<file path="config.mk">
export PLATFORM = sky130hd
export DESIGN_NAME = demux4_reg
export DESIGN_NICKNAME = d
export VERILOG_FILES = /design/src/rtl/demux4_reg.sv
export SDC_FILE = /design/constraint.sdc
export NUM_CORES = 1
export LEC_CHECK = 0
export CAP_MARGIN = 5
export CELL_PAD_IN_SITES_DETAIL_PLACEMENT = 1
export CELL_PAD_IN_SITES_GLOBAL_PLACEMENT = 1
export CORE_MARGIN = 2
export CORE_UTILIZATION = 31
export CTS_CLUSTER_SIZE = 28
export DETAILED_ROUTE_END_ITERATION = 8
export MAX_ROUTING_LAYER = met4
export PLACE_DENSITY_LB_ADDON = 0.3
export SLEW_MARGIN = 5
export SYNTH_ARGS = -nofsm -noshare
export SYNTH_HDL_FRONTEND = slang
export SYNTH_SLANG_ARGS = --single-unit
</file>
<file path="constraint.sdc">
create_clock -name clk -period 1.4 [get_ports clk]
set_clock_uncertainty 0.15 [all_clocks]
set_input_delay 0.28 -clock clk [delete_from_list [all_inputs] [get_ports clk]]
set_output_delay 0.28 -clock clk [all_outputs]
set_load 0.02 [all_outputs]
</file>
<file path="src/rtl/demux4_reg.sv">
// Registered 1-to-4 demux with a one-entry buffer per channel; DEMUX4_REG_COUNT_EN adds per-channel delivery counters on cnt.
// Latency: one cycle from the accepting edge to y[s]/v[s]; no combinational bypass.
// Backpressure: in_ready = !v[s] | r[s], so only the selected channel can stall the producer.
module demux4_reg #(
    parameter int n = 32
) (
    input  logic         clk,
    input  logic         reset,
    input  logic         in_valid,
    output logic         in_ready,
    input  logic [n-1:0] d,
    input  logic [1:0]   s,
    output logic [n-1:0] y0,
    output logic [n-1:0] y1,
    output logic [n-1:0] y2,
    output logic [n-1:0] y3,
    output logic         v0,
    output logic         v1,
    output logic         v2,
    output logic         v3,
    input  logic         r0,
    input  logic         r1,
    input  logic         r2,
    input  logic         r3
`ifdef DEMUX4_REG_COUNT_EN
    ,
    output logic [31:0]  cnt
`endif
);

    logic [n-1:0] y_q [4];
    logic [n-1:0] y_d [4];
    logic [3:0]   v_q;
    logic [3:0]   v_d;
    logic [3:0]   r_vec;
    logic [3:0]   drain;
    logic         load;

    assign r_vec    = {r3, r2, r1, r0};
    assign drain    = v_q & r_vec;
    assign in_ready = !v_q[s] || r_vec[s];
    assign load     = in_valid && in_ready;

    // A drain and a load on the same channel in one cycle keeps it full with the new word.
    always_comb begin
        for (int k = 0; k < 4; k++) begin
            y_d[k] = y_q[k];
            v_d[k] = v_q[k] && !r_vec[k];
            if (load && (s == 2'(k))) begin
                y_d[k] = d;
                v_d[k] = 1'b1;
            end
        end
    end

    always_ff @(posedge clk) begin
        if (reset) begin
            for (int k = 0; k < 4; k++) begin
                y_q[k] <= '0;
            end
            v_q <= '0;
        end else begin
            for (int k = 0; k < 4; k++) begin
                y_q[k] <= y_d[k];
            end
            v_q <= v_d;
        end
    end

    assign y0 = y_q[0];
    assign y1 = y_q[1];
    assign y2 = y_q[2];
    assign y3 = y_q[3];
    assign v0 = v_q[0];
    assign v1 = v_q[1];
    assign v2 = v_q[2];
    assign v3 = v_q[3];

`ifdef DEMUX4_REG_COUNT_EN
    logic [7:0] cnt_q [4];
    logic [7:0] cnt_d [4];

    // 8-bit fields wrap naturally at 255 -> 0.
    always_comb begin
        for (int k = 0; k < 4; k++) begin
            cnt_d[k] = cnt_q[k] + {7'd0, drain[k]};
        end
    end

    always_ff @(posedge clk) begin
        if (reset) begin
            for (int k = 0; k < 4; k++) begin
                cnt_q[k] <= '0;
            end
        end else begin
            for (int k = 0; k < 4; k++) begin
                cnt_q[k] <= cnt_d[k];
            end
        end
    end

    assign cnt = {cnt_q[3], cnt_q[2], cnt_q[1], cnt_q[0]};
`else
    logic unused_drain;
    assign unused_drain = ^drain;
`endif

endmodule
</file>
==> flow_summary_export.csv <==
group,metric,value,unit
die,io-pin-count,174,
power_and_ir_drop,switching_share,0.247,
die,coreArea,0.0165,mm2
critical_path,critPathBufInv,2,
finish,multiInputGateArea,0.00253,mm2
logic_synthesis,syn-instance-count,472,
finish,drive_above_1_share,0.354,
critical_path,crit_fanout,2,
power_and_ir_drop,power,9.68,mW
power_and_ir_drop,pwr-share-seq,0.410,
timing,period_needed,1880,ps
hold_path,hold_path.class,"in2reg",
logic_synthesis,synth-xor-area-share,0,
power_and_ir_drop,clockPowerShare,0.469,
run_status,violations,"setup timing",
detailed_routing,vias,4125,
timing,final.setup.worst_slack,-478,ps
critical_path,path_cells,"clkdlybuf4s50_1, nand2b_4, mux4_2, buf_6",
place,io_buffers,173,
timing,slew_violations,0,
logic_synthesis,synthMuxAreaShare,0.250,
critical_path,path_delay_family,"buffers and inverters",
place,pre_cts_slack,-945,ps
clocking,clock-root-buffer,"clkbuf_16",
detailed_routing,drt_iter0_drc,108,
die,start_util,0.316,
power_and_ir_drop,p_per_area,1200,mW/mm2
place,dp_cells,857,
logic_synthesis,synth_area_per_cell,11.1,um2
logic_synthesis,synth_top_family_by_area,"multiplexers",
die,rows,47,
timing,maxSlewHeadroom,0.877,
logic_synthesis,netlist_area,0.00523,mm2
logic_synthesis,synth_cell_types,16,
power_and_ir_drop,ir_drop,0.768,mV
power_and_ir_drop,power_switching,2.39,mW
grt,grtUsageTotal,0.205,
place,placed_area,0.00741,mm2
timing,rsz0062_at_grt,"yes",
timing,finalHoldViolCount,0,
grt,antenna_found_initial,0,
detailed_routing,ant_nets,0,
finish,fin_area,0.00805,mm2
clocking,ctsHoldBuffers,0,
run_status,outcome,"finished with violations",
critical_path,crit_slowest_cell,"mux4_2",
critical_path,crit_type,"in2out",
timing,setup_viol,101,
logic_synthesis,yosys.area_share.adder,0,
clocking,ctsHtreeMaxLevel,4,
logic_synthesis,yosysWarnings,0,
clocking,clk_latency,420,ps
place,dp.final_hpwl,10.7,mm
die,fp.dieH,134,um
critical_path,cp_data_arrival_time,1450,ps
power_and_ir_drop,internal_power,7.29,mW
timing,period_share,1.34,
die,die_x,134,um
timing,finalSetupTns,-11560,ps
power_and_ir_drop,leakage,3.95,nW
detailed_routing,drt_drc_violations_left,0,
logic_synthesis,ys_seq_elements,132,
timing,fmax,532,MHz
grt,grt_pass1_wl,26.8,mm
critical_path,required,970,ps
detailed_routing,avgViaCountPerCell,4.51,
finish,n_antenna_cell,0,
critical_path,start_kind,"input pin",
logic_synthesis,ys_seq_area_frac,0.506,
detailed_routing,post_drt_wl_per_cell,19.1,um
logic_synthesis,yosys.area_share.simple,0.209,
clocking,cts_tree,"built",
logic_synthesis,synthesis.nets,513,
finish,fin_cells,915,
critical_path,endpoint_kind,"output pin",
finish,num-fill-cells,1795,
clocking,cts.path.max_buffers,2,
clocking,cts_buffers,17,
detailed_routing,routed_wl,17.5,mm
flow_run,maxCapViolCount,0,
clocking,cts.clk_slew.worst_paths,60,ps
place,gp_congestion,0.724,
grt,grt_max_degree,40,
detailed_routing,first_pass_iters,4,
power_and_ir_drop,p_comb_frac,0.121,
finish,area_growth,54.0,%
critical_path,crit_path_max_incr_delay,470,ps
logic_synthesis,synth_compound_area_frac,0.00383,
finish,nets,723,
grt,grt_pass1_vias,4581,
timing,tightest_slew,180,ps
grt,overflow,0,
clocking,clock_sinks,132,
finish,seqCellArea,0.00266,mm2
die,die_area,0.0179,mm2
[Yosys cell counts]
cell type    n  area (um2)
nand2_1      1        3.75
mux4_1       1        26.3
clkbuf_1    18        67.6
buf_6        3        33.8
buf_2       10        50.1
mux2i_1    128        1280
nand4b_1     1        8.76
nand4_1      1        6.26
dfxtp_1    132        2640
nor3_2       1        10.0
nand2b_1   165        1030
or3_1        2        12.5
buf_4        2        15.0
nor3_1       1        5.00
a21oi_1      4        20.0
nor2b_1      2        12.5
[kinds of logic after synthesis]
family | count (synthesis)
and+or+nand+nor | 174
DFF | 132
muxes | 129
buffers and inverters | 33
AOI/OAI and AO/OA | 4
[sequential cells by signal, summed over array words and instances, names as in the netlist]
name and flops:
v_q 4, y_q 128
[cells in the final DEF (no fill, tap or decap), types with 2 or more instances in the layout]
cell and count:
clkinv_4 4, buf_12 11, buf_8 2, mux2i_2 4, mux2i_1 124, nor2b_4 2, inv_6 2, buf_6 22
nor3_4 2, dfxtp_1 122, nand2b_1 161, buf_4 47, clkbuf_16 18, dfxtp_2 9, clkinv_2 3, clkinvlp_4 2
bufinv_16 3, or3_4 3, buf_2 92, clkdlybuf4s50_1 34, buf_16 8, dlygate4sd2_1 4, a21oi_2 2, nand2b_4 4
[power by group through the flow]
stage	sequential [mW]	clock, mW	combinational [mW]
after global routing	3.98	4.84	1.24
after CTS	3.97	4.64	1.16
after global placement	4.04	0	1.09
after detailed placement	4.05	0	1.12
final	3.97	4.54	1.17
after floorplan	4.20	0	0.401
[stage by stage]
step / hold slack, ps / util
floorplan: 320 / -
global placement: 310 / 0.449
detailed placement: 315 / 0.449
CTS: 142 / 0.479
global route: 160 / 0.487
finish: 166 / 0.487
[worst min-delay path: stages]
cell,delay [ps]
dlygate4sd2_1,230
nand2b_4,130
a21oi_2,50
[path summary, 6_finish.rpt]
kind | startpoint | end | slack [ps] | depth (start not counted)
worst max register to register | v_q[0] | y_q[0][24] | -250 | 5
worst min register to register | y_q[0][62] | y_q[0][62] | 320 | 2
worst max-delay path | r3 | in_ready | -480 | 4
worst min-delay path | r1 | v_q[1] | 170 | 3
[layer usage]
metal  global-route usage  share of wire  vias to the layer above
met4               0.0691          0.016                        0
li1                     -              -                     1997
met3               0.0484          0.046                       19
met1                0.233           0.41                     2005
met2                0.355           0.52                      104
met5                    -              0                        -
[what timing repair did]
action	4_1_cts	5_1_grt
cloned	12	1
pin swaps	7	6
endpoints found under the hold margin	0	0
buffers inserted	12	6
gates resized for setup	586	63
setup endpoints to repair	257	153
[cell type report]
class                           instances  area share
Clock inverter                         15      0.0222
Tap cell                              220      0.0342
Sequential cell                       132       0.330
Clock buffer                           17      0.0529
Multi-Input combinational cell        308       0.315
Timing Repair Buffer                  223       0.246
(Power assumes the default switching activity.)
